[config.mk]
export PLATFORM = sky130hd
export DESIGN_NAME = alu_shift_pipe_flat
export DESIGN_NICKNAME = d
export VERILOG_FILES = /design/src/rtl/alu_shift_pipe_if.sv /design/src/rtl/alu_shift_pipe.sv /design/src/flat_wrapper.sv
export SDC_FILE = /design/constraint.sdc
export NUM_CORES = 1
export LEC_CHECK = 0
export BUFFER_PORTS_ARGS = -buffer_cell sky130_fd_sc_hd__buf_4
export CORE_UTILIZATION = 52
export DETAILED_ROUTE_END_ITERATION = 8
export PLACE_DENSITY = 0.75
export SYNTH_ARGS = -nofsm -noshare
export SYNTH_HDL_FRONTEND = slang
export SYNTH_SLANG_ARGS = --single-unit
[constraint.sdc]
create_clock -name clk -period 3.3 [get_ports clk]
set_input_delay 0.66 -clock clk [delete_from_list [all_inputs] [get_ports clk]]
set_output_delay 0.66 -clock clk [all_outputs]
set_load 0.05 [all_outputs]
[src/rtl/alu_shift_pipe_if.sv]
// Valid/ready bus of the shift/rotate pipeline: request side (A, B, opcode) and
// result side (result, zero, illegal). The master drives requests and out_ready.
interface alu_shift_pipe_if #(
    parameter int WIDTH = 16
);
    logic             in_valid;
    logic             in_ready;
    logic [WIDTH-1:0] A;
    logic [WIDTH-1:0] B;
    logic [3:0]       opcode;
    logic             out_valid;
    logic             out_ready;
    logic [WIDTH-1:0] result;
    logic             zero;
    logic             illegal;

    modport master (
        output in_valid, A, B, opcode, out_ready,
        input  in_ready, out_valid, result, zero, illegal
    );

    modport slave (
        input  in_valid, A, B, opcode, out_ready,
        output in_ready, out_valid, result, zero, illegal
    );
endinterface

[src/rtl/alu_shift_pipe.sv]
// Pipelined log-barrel shift/rotate unit (SLL/SRL/SAR/ROL/ROR) with a global valid/ready
// stall. Barrel levels are spread over STAGES registers; result/zero/illegal leave the last.
module alu_shift_pipe #(
    parameter int WIDTH  = 16,
    parameter int STAGES = 2
) (
    input  logic            clk,
    input  logic            rst,
    alu_shift_pipe_if.slave bus
);
    localparam int L   = $clog2(WIDTH);
    localparam int LPS = (L + STAGES - 1) / STAGES;

    localparam logic [3:0] OP_SLL = 4'b0110;
    localparam logic [3:0] OP_SAR = 4'b0111;
    localparam logic [3:0] OP_ROL = 4'b1000;
    localparam logic [3:0] OP_ROR = 4'b1001;
    localparam logic [3:0] OP_SRL = 4'b1010;

    // Stage registers
    logic             vld_q   [STAGES];
    logic [WIDTH-1:0] data_q  [STAGES];
    logic [3:0]       op_q    [STAGES];
    logic             big_q   [STAGES];
    logic [L-1:0]     s_q     [STAGES];
    logic             zero_q;
    logic             illegal_q;

    // Stage inputs and combinational next state
    logic             vld_in  [STAGES];
    logic [WIDTH-1:0] data_in [STAGES];
    logic [3:0]       op_in   [STAGES];
    logic             big_in  [STAGES];
    logic [L-1:0]     s_in    [STAGES];
    logic [WIDTH-1:0] stage_d [STAGES];
    logic [WIDTH-1:0] final_d;
    logic             zero_d;
    logic             illegal_d;
    logic             advance;

    // One barrel level: shift/rotate d by the constant amount amt (0 < amt < WIDTH).
    function automatic logic [WIDTH-1:0] level_shift(
        input logic [WIDTH-1:0] d,
        input logic [3:0]       op,
        input int               amt
    );
        logic [WIDTH-1:0] r;
        case (op)
            OP_SLL:  r = d << amt;
            OP_SRL:  r = d >> amt;
            OP_SAR:  r = $signed(d) >>> amt;
            OP_ROL:  r = (d << amt) | (d >> (WIDTH - amt));
            OP_ROR:  r = (d >> amt) | (d << (WIDTH - amt));
            default: r = d;
        endcase
        return r;
    endfunction

    assign advance       = !vld_q[STAGES-1] || bus.out_ready;
    assign bus.in_ready  = advance;
    assign bus.out_valid = vld_q[STAGES-1];
    assign bus.result    = data_q[STAGES-1];
    assign bus.zero      = zero_q;
    assign bus.illegal   = illegal_q;

    for (genvar gi = 0; gi < STAGES; gi++) begin : g_stage
        localparam int LO = gi * LPS;
        localparam int HI = ((gi + 1) * LPS > L) ? L : (gi + 1) * LPS;
        localparam int N  = (HI > LO) ? HI - LO : 0;

        logic [WIDTH-1:0] chain [N+1];

        if (gi == 0) begin : g_head
            assign vld_in[gi]  = bus.in_valid;
            assign data_in[gi] = bus.A;
            assign op_in[gi]   = bus.opcode;
            assign big_in[gi]  = |bus.B[WIDTH-1:L];
            assign s_in[gi]    = bus.B[L-1:0];
        end else begin : g_body
            assign vld_in[gi]  = vld_q[gi-1];
            assign data_in[gi] = data_q[gi-1];
            assign op_in[gi]   = op_q[gi-1];
            assign big_in[gi]  = big_q[gi-1];
            assign s_in[gi]    = s_q[gi-1];
        end

        assign chain[0] = data_in[gi];
        for (genvar gj = 0; gj < N; gj++) begin : g_level
            assign chain[gj+1] = s_in[gi][LO+gj]
                               ? level_shift(chain[gj], op_in[gi], 1 << (LO + gj))
                               : chain[gj];
        end
        assign stage_d[gi] = chain[N];

        // Payload only loads for valid ops, so outputs keep their last value across bubbles.
        always_ff @(posedge clk or posedge rst) begin
            if (rst) begin
                vld_q[gi]  <= 1'b0;
                data_q[gi] <= '0;
                op_q[gi]   <= '0;
                big_q[gi]  <= 1'b0;
                s_q[gi]    <= '0;
            end else if (advance) begin
                vld_q[gi] <= vld_in[gi];
                if (vld_in[gi]) begin
                    data_q[gi] <= (gi == STAGES - 1) ? final_d : stage_d[gi];
                    op_q[gi]   <= op_in[gi];
                    big_q[gi]  <= big_in[gi];
                    s_q[gi]    <= s_in[gi];
                end
            end
        end
    end

    // Out-of-range amounts: logical shifts flush to 0, SAR floods with the sign bit,
    // which arithmetic shifting has kept in the MSB of the partial result.
    always_comb begin
        final_d   = stage_d[STAGES-1];
        illegal_d = 1'b0;
        case (op_in[STAGES-1])
            OP_SLL, OP_SRL: begin
                if (big_in[STAGES-1]) final_d = '0;
            end
            OP_SAR: begin
                if (big_in[STAGES-1]) final_d = {WIDTH{stage_d[STAGES-1][WIDTH-1]}};
            end
            OP_ROL, OP_ROR: begin
                final_d = stage_d[STAGES-1];
            end
            default: begin
                final_d   = '0;
                illegal_d = 1'b1;
            end
        endcase
        zero_d = (final_d == '0);
    end

    always_ff @(posedge clk or posedge rst) begin
        if (rst) begin
            zero_q    <= 1'b0;
            illegal_q <= 1'b0;
        end else if (advance && vld_in[STAGES-1]) begin
            zero_q    <= zero_d;
            illegal_q <= illegal_d;
        end
    end
endmodule

[src/flat_wrapper.sv]
// flat-port wrapper written by rule: the top's interface ports become plain ports
module alu_shift_pipe_flat 
#(
    parameter int WIDTH  = 16,
    parameter int STAGES = 2
)
  (clk, rst, bus_in_valid, bus_A, bus_B, bus_opcode, bus_out_ready, bus_in_ready, bus_out_valid, bus_result, bus_zero, bus_illegal);
  alu_shift_pipe_if #(.WIDTH(WIDTH)) bus_i ();
  input  logic clk;
  input  logic rst;
  input wire logic [$bits(bus_i.in_valid)-1:0] bus_in_valid;
  input wire logic [$bits(bus_i.A)-1:0] bus_A;
  input wire logic [$bits(bus_i.B)-1:0] bus_B;
  input wire logic [$bits(bus_i.opcode)-1:0] bus_opcode;
  input wire logic [$bits(bus_i.out_ready)-1:0] bus_out_ready;
  output wire logic [$bits(bus_i.in_ready)-1:0] bus_in_ready;
  output wire logic [$bits(bus_i.out_valid)-1:0] bus_out_valid;
  output wire logic [$bits(bus_i.result)-1:0] bus_result;
  output wire logic [$bits(bus_i.zero)-1:0] bus_zero;
  output wire logic [$bits(bus_i.illegal)-1:0] bus_illegal;
  assign bus_i.in_valid = bus_in_valid;
  assign bus_i.A = bus_A;
  assign bus_i.B = bus_B;
  assign bus_i.opcode = bus_opcode;
  assign bus_i.out_ready = bus_out_ready;
  assign bus_in_ready = bus_i.in_ready;
  assign bus_out_valid = bus_i.out_valid;
  assign bus_result = bus_i.result;
  assign bus_zero = bus_i.zero;
  assign bus_illegal = bus_i.illegal;
  alu_shift_pipe #(.WIDTH(WIDTH), .STAGES(STAGES)) u_core (.clk(clk), .rst(rst), .bus(bus_i));
endmodule
After elaboration in Yosys (flattened, before gate mapping)
Index checks and enable logic that the tools add are counted.
- bits in registers: 45
- input bits: 40
- output and inout port bits: 20
- logic and storage cells: 48
- equality and inequality tests: 10
- muxes and demuxes: 12
- bitwise operators: 7
- reduce and logical (&&, ||, !) cells: 10
- operators by type and width (cell ; number):
    16-bit case mux with 5 select lines ; 3
    16-bit two-way mux ; 5
    16-bit case mux with 4 select lines ; 1
    16-bit case mux with 3 select lines ; 1
    4-bit == test (second input constant) ; 6
    4-bit by 3-bit == test with 1-bit output (second input constant) ; 4
    16-bit zero test ; 1
    12-bit by 16-bit OR with 16-bit output ; 1
    14-bit by 16-bit OR with 16-bit output ; 1
    15-bit by 16-bit OR with 16-bit output ; 1
    16-bit by 1-bit OR with 16-bit output ; 1
    16-bit by 2-bit OR with 16-bit output ; 1
    16-bit by 4-bit OR with 16-bit output ; 1
    16-bit by 8-bit OR with 16-bit output ; 1
    15-bit two-way mux ; 1
    12-bit OR reduction ; 1
    5-bit OR reduction ; 1
    2-bit AND reduction ; 2
    2-bit OR reduction ; 2
    1-bit logical AND ; 1
    1-bit zero test ; 1
    1-bit logical OR ; 1
    1-bit two-way mux ; 1

Longest topological paths before layout
- depth after elaboration: 9
- mapped depth: 11
- depth with buffers taken out: 8

Worst setup path before layout
OpenSTA, ideal clock, no wires.
- kind: register to register
- start point: register u_core.op_q (netlist bit u_core.op_in[1])
- end point: register u_core.zero_q, in the netlist u_core.bus.zero
- library setup time: 76 ps
- data arrival time: 2463 ps
- required time: 3224 ps
- setup slack: 760 ps
- cell stages (with the launch flop): 12
- path buffers: 3
- period minus slack after synthesis: 2540 ps
- path through: dfrtp_1 buf_2 and4b_1 buf_6 or3_1 buf_6 a221oi_1 o22ai_1 or4_1 nor2_1 a31oi_1 o21ai_1
- longest elaborated chain between the ends: 9
- elaborated cells between the ends (all ways): 16
- those cells by class: 5 x eq/ne; 7 x mux; 1 x bitwise; 3 x reduce/logical
- RTL lines (what ; RTL line ; source):
    start, declared ; alu_shift_pipe.sv:23 ; logic [3:0] op_q [STAGES];
    start signal, assigned by index ; alu_shift_pipe.sv:107 ; op_q[gi] <= op_in[gi];
    4-bit == test / 4-bit by 3-bit == test with 1-bit output (equally long branches) ; alu_shift_pipe.sv:48, alu_shift_pipe.sv:120 ;
    16-bit case mux with 5 select lines ; alu_shift_pipe.sv:48 ; case (op)
    16-bit two-way mux ; alu_shift_pipe.sv:90 ; ? level_shift(chain[gj], op_in[gi], 1 << (LO + gj))
    16-bit by 8-bit OR with 16-bit output ; alu_shift_pipe.sv:52, alu_shift_pipe.sv:53 ;
    16-bit case mux with 4 select lines ; alu_shift_pipe.sv:48 ;
    16-bit two-way mux ; alu_shift_pipe.sv:90 ;
    15-bit two-way mux / 16-bit two-way mux (equally long branches) ; alu_shift_pipe.sv:125, alu_shift_pipe.sv:122 ;
    16-bit case mux with 3 select lines (*) ; alu_shift_pipe.sv:120 ; case (op_in[STAGES-1])
    16-bit zero test (*) ; alu_shift_pipe.sv:135 ; zero_d = (final_d == '0);
    end signal, assigned ; alu_shift_pipe.sv:143 ; zero_q <= zero_d;
    end, declared ; alu_shift_pipe.sv:26 ; logic zero_q;
Mark *: on every way between the ends. The rest lies on a longest branch, timed or not.
A chain may end at the register's enable or synchronous reset.

Final worst setup path
- start point: register u_core.op_q (netlist bit u_core.op_in[0])
- end point: register u_core.zero_q, in the netlist u_core.bus.zero
Same word-level chain as after synthesis.

==> results.py <==
metrics = {
    "sta": {
        "fmax_ghz": 0.336,
        "relSlewSlack_pct": 25.4,
        "hold_viol_final": 0,
        "post-route-min-period_ns": 2.98,
        "fin_skew_ns": 0.00447,
        "setup_ws_ns": 0.322,
        "rsz0062_at_grt": "no",
        "finalSetupViolations": 0,
        "hold_ws_ns": 0.482,
        "timing.setup.tns_ns": 0,
        "worstMarginPinSlew_ns": 1.11,
        "fin_crit_sh_pct": 90.2,
        "report.final.slew_viol_count": 0,
    },
    "logic_synthesis": {
        "synth_area_leader_cell": "dfrtp_1",
        "synthMuxAreaShare_pct": 4.19,
        "synth_edf_count": 0,
        "async_flop_share_pct": 100,
        "ys_top_cells_by_area": "dfrtp_1 (34%), o21ai_0 (8.1%), o22ai_1 (4.7%)",
        "ys_ff_latch": 43,
        "synth_top_family_by_area": "compound AO/OA/AOI/OAI gates",
        "synthAdderAreaFrac_pct": 0,
        "synth-simple-area-share_pct": 17.1,
        "netlist_instances": 392,
        "ys_types": 55,
        "synth-xor-area-share_pct": 0,
        "seq_area_frac_synth_pct": 33.7,
        "synth-compound-area-share_pct": 39.7,
        "yosysWarnings": 0,
        "avgSynthCellArea_um2": 8.15,
        "synth-main-ff-cell": "dfrtp_1",
        "yosysMostFrequentCell": "o21ai_0",
        "netlist_area_mm2": 0.00320,
        "synth_fp_nets": 432,
        "yosys-top-cells-count": "o21ai_0 (52), dfrtp_1 (43), nand2_1 (37), nor2_1 (34), o22ai_1 (24)",
        "synth_top_area_share_pct": 33.7,
    },
    "grt": {
        "overflow": 0,
        "first_global_vias": 3074,
        "grt_max_degree": 30,
        "grt_pass1_wl_um": 15000,
        "grt_usage_pct": 30.3,
        "antenna_found_initial": 0,
    },
    "worst_hold_path": {
        "hold_class": "flop to flop",
    },
    "floorplan": {
        "die-width_um": 80.4,
        "std_cell_rows": 28,
        "fp.dieArea_mm2": 0.00646,
        "pin_count": 60,
        "initial_core_util_pct": 54.0,
        "die_h_um": 80.4,
        "core-area_mm2": 0.00592,
    },
    "clock_network": {
        "worstSkewPairLatency_ns": 0.30,
        "holdBufCountCts": 0,
        "post-cts-setup-buffers": 0,
        "cts_htree_levels": 2,
        "clock-root-buffer": "clkbuf_8",
        "clock_sinks": 43,
        "numCtsBuffers": 5,
        "cts_tree": "done",
        "post_cts_resized": 0,
        "cts_buffer_depth": 2,
        "clk_pin_slew_ns": 0.08,
    },
    "place": {
        "dp_hpwl_um": 6850,
        "port_buffers": 59,
        "routabilityCongestion": 0.932,
        "dpl_worst_slack_ns": 0.382,
    },
    "critical_path": {
        "slowest_stage": "o41ai_1",
        "cp-start-kind": "flop",
        "slowest_delay_ns": 0.62,
        "cp_data_arrival_time_ns": 3.17,
        "cp.required_ns": 3.49,
        "cp-end-kind": "flop",
        "path_max_fanout": 16,
        "cpMostUsedCell": "buf_4",
        "crit_type": "flop to flop",
        "path_cells": "buf_4, nor3b_2, buf_4, o31a_1, nor2_1, o41ai_1, o31ai_2, buf_4, o21a_1, nand4_1, o21ai_1",
    },
    "route": {
        "drt.antenna.violating_nets": 0,
        "wirelength_um": 9190,
        "firstDrtPassIters": 5,
        "num_vias": 3405,
        "drt-initial-drc-count": 445,
        "drc": 0,
        "drt-wirelength-per-cell_um": 17.6,
        "routed_via_density": 6.52,
    },
    "finish": {
        "antenna_cells": 0,
        "syn2layout_area_growth_pct": 19.8,
        "final_nets": 487,
        "drive_gt1_share_pct": 23.7,
    },
    "status": {
        "outcome": "finished, final reports clean",
    },
    "power": {
        "ir_drop_v": 0.000373,
        "cellPowerDensity_mw_per_mm2": 528,
        "leakagePower_nw": 1.69,
    },
    "flow_run": {
        "drv_cap": 0,
    },
}
final cells by class:
type / instances / area (um^2)
repair buffers: 79 / 593
fillers: 538 / 2090
clock buffers: 6 / 82.6
clock inverters: 1 / 5.00
multi-input cells: 310 / 1950
well taps: 75 / 93.8
inverters: 8 / 30.0
flip-flops and latches: 43 / 1080
flip-flops by register name (all words and copies together) (netlist names):
name                  flops
u_core.op_in              4
u_core.bus.zero           1
u_core.big_in             1
u_core.bus.out_valid      1
u_core.data_in           16
u_core.s_in               2
u_core.bus.result        16
u_core.bus.illegal        1
u_core.vld_in             1
metrics by stage:
step	util [%]	std cells	total power (W)	instance area [um^2]
final	64.7	522	0.00202	3830
after global routing	64.7	522	0.00215	3830
after CTS	64.7	522	0.00201	3830
after detailed placement	63.2	515	0.00166	3740
after global placement	63.2	515	0.00165	3740
after floorplan	-	392	0.00138	3200
power by group:
group / internal (W) / leakage (nW) / switching [W] / total, W
Combinational: 0.000358 / 1.10 / 0.000581 / 0.000938
Sequential: 0.000618 / 0.543 / 0.000116 / 0.000734
Clock: 0.000164 / 0.0470 / 0.000184 / 0.000349
worst max-delay path: cells and delay by family, from the launching register on:
| family | cells | cell delay, ns |
|---|---|---|
| AO/OA/AOI/OAI | 5 | 1.33 |
| buffers and inverters | 3 | 0.62 |
| flip-flops | 1 | 0.50 |
| AND/OR/NAND/NOR | 3 | 0.41 |
kinds of logic after synthesis:
logic type      Yosys count
buf+inv                  39
simple gates            108
flops                    43
mux                      12
compound gates          190
metal layers:
layer	vias to the layer above	GRT usage [%]	routed length, um
met1	1597	41.8	4170
met5	-	0	0
met2	154	47.5	4150
li1	1635	-	-
met4	0	10.5	165
met3	19	5.00	706
cells in the final DEF, fill, tap and decap left out, types with 3 or more instances in the layout:
cell,instances
o21ai_0,52
nor2_1,34
a21o_1,4
a22oi_1,14
a21oi_1,23
nand2b_1,5
mux2_2,11
clkbuf_8,6
o21a_1,4
o31ai_1,9
nor3_1,4
dfrtp_1,43
buf_4,79
nand3b_1,3
o21bai_1,3
inv_1,8
a32oi_1,3
nand2_1,37
a22o_1,17
nor2b_1,3
a221oi_1,11
a211oi_1,5
o22ai_1,24
nor4_1,4
o41ai_1,3
nand3_1,3
worst paths after layout:
kind                                                    from                                 to  slack (ns)  cells after the start
setup reg to reg                 u_core.op_in[0]$_DFFE_PP0P_        u_core.bus.zero$_DFFE_PP0P_        0.32                     11
hold reg to reg            u_core.bus.result[10]$_DFFE_PP0P_  u_core.bus.result[10]$_DFFE_PP0P_        0.48                      2
setup / recovery                 u_core.op_in[0]$_DFFE_PP0P_        u_core.bus.zero$_DFFE_PP0P_        0.32                     11
hold / removal             u_core.bus.result[10]$_DFFE_PP0P_  u_core.bus.result[10]$_DFFE_PP0P_        0.48                      2
min in group asynchronous                                rst         u_core.s_in[2]$_DFFE_PP0P_        0.54                      2
max in group asynchronous                                rst      u_core.data_in[6]$_DFFE_PP0P_        1.95                      3
Power figures use the tool's default switching activity.
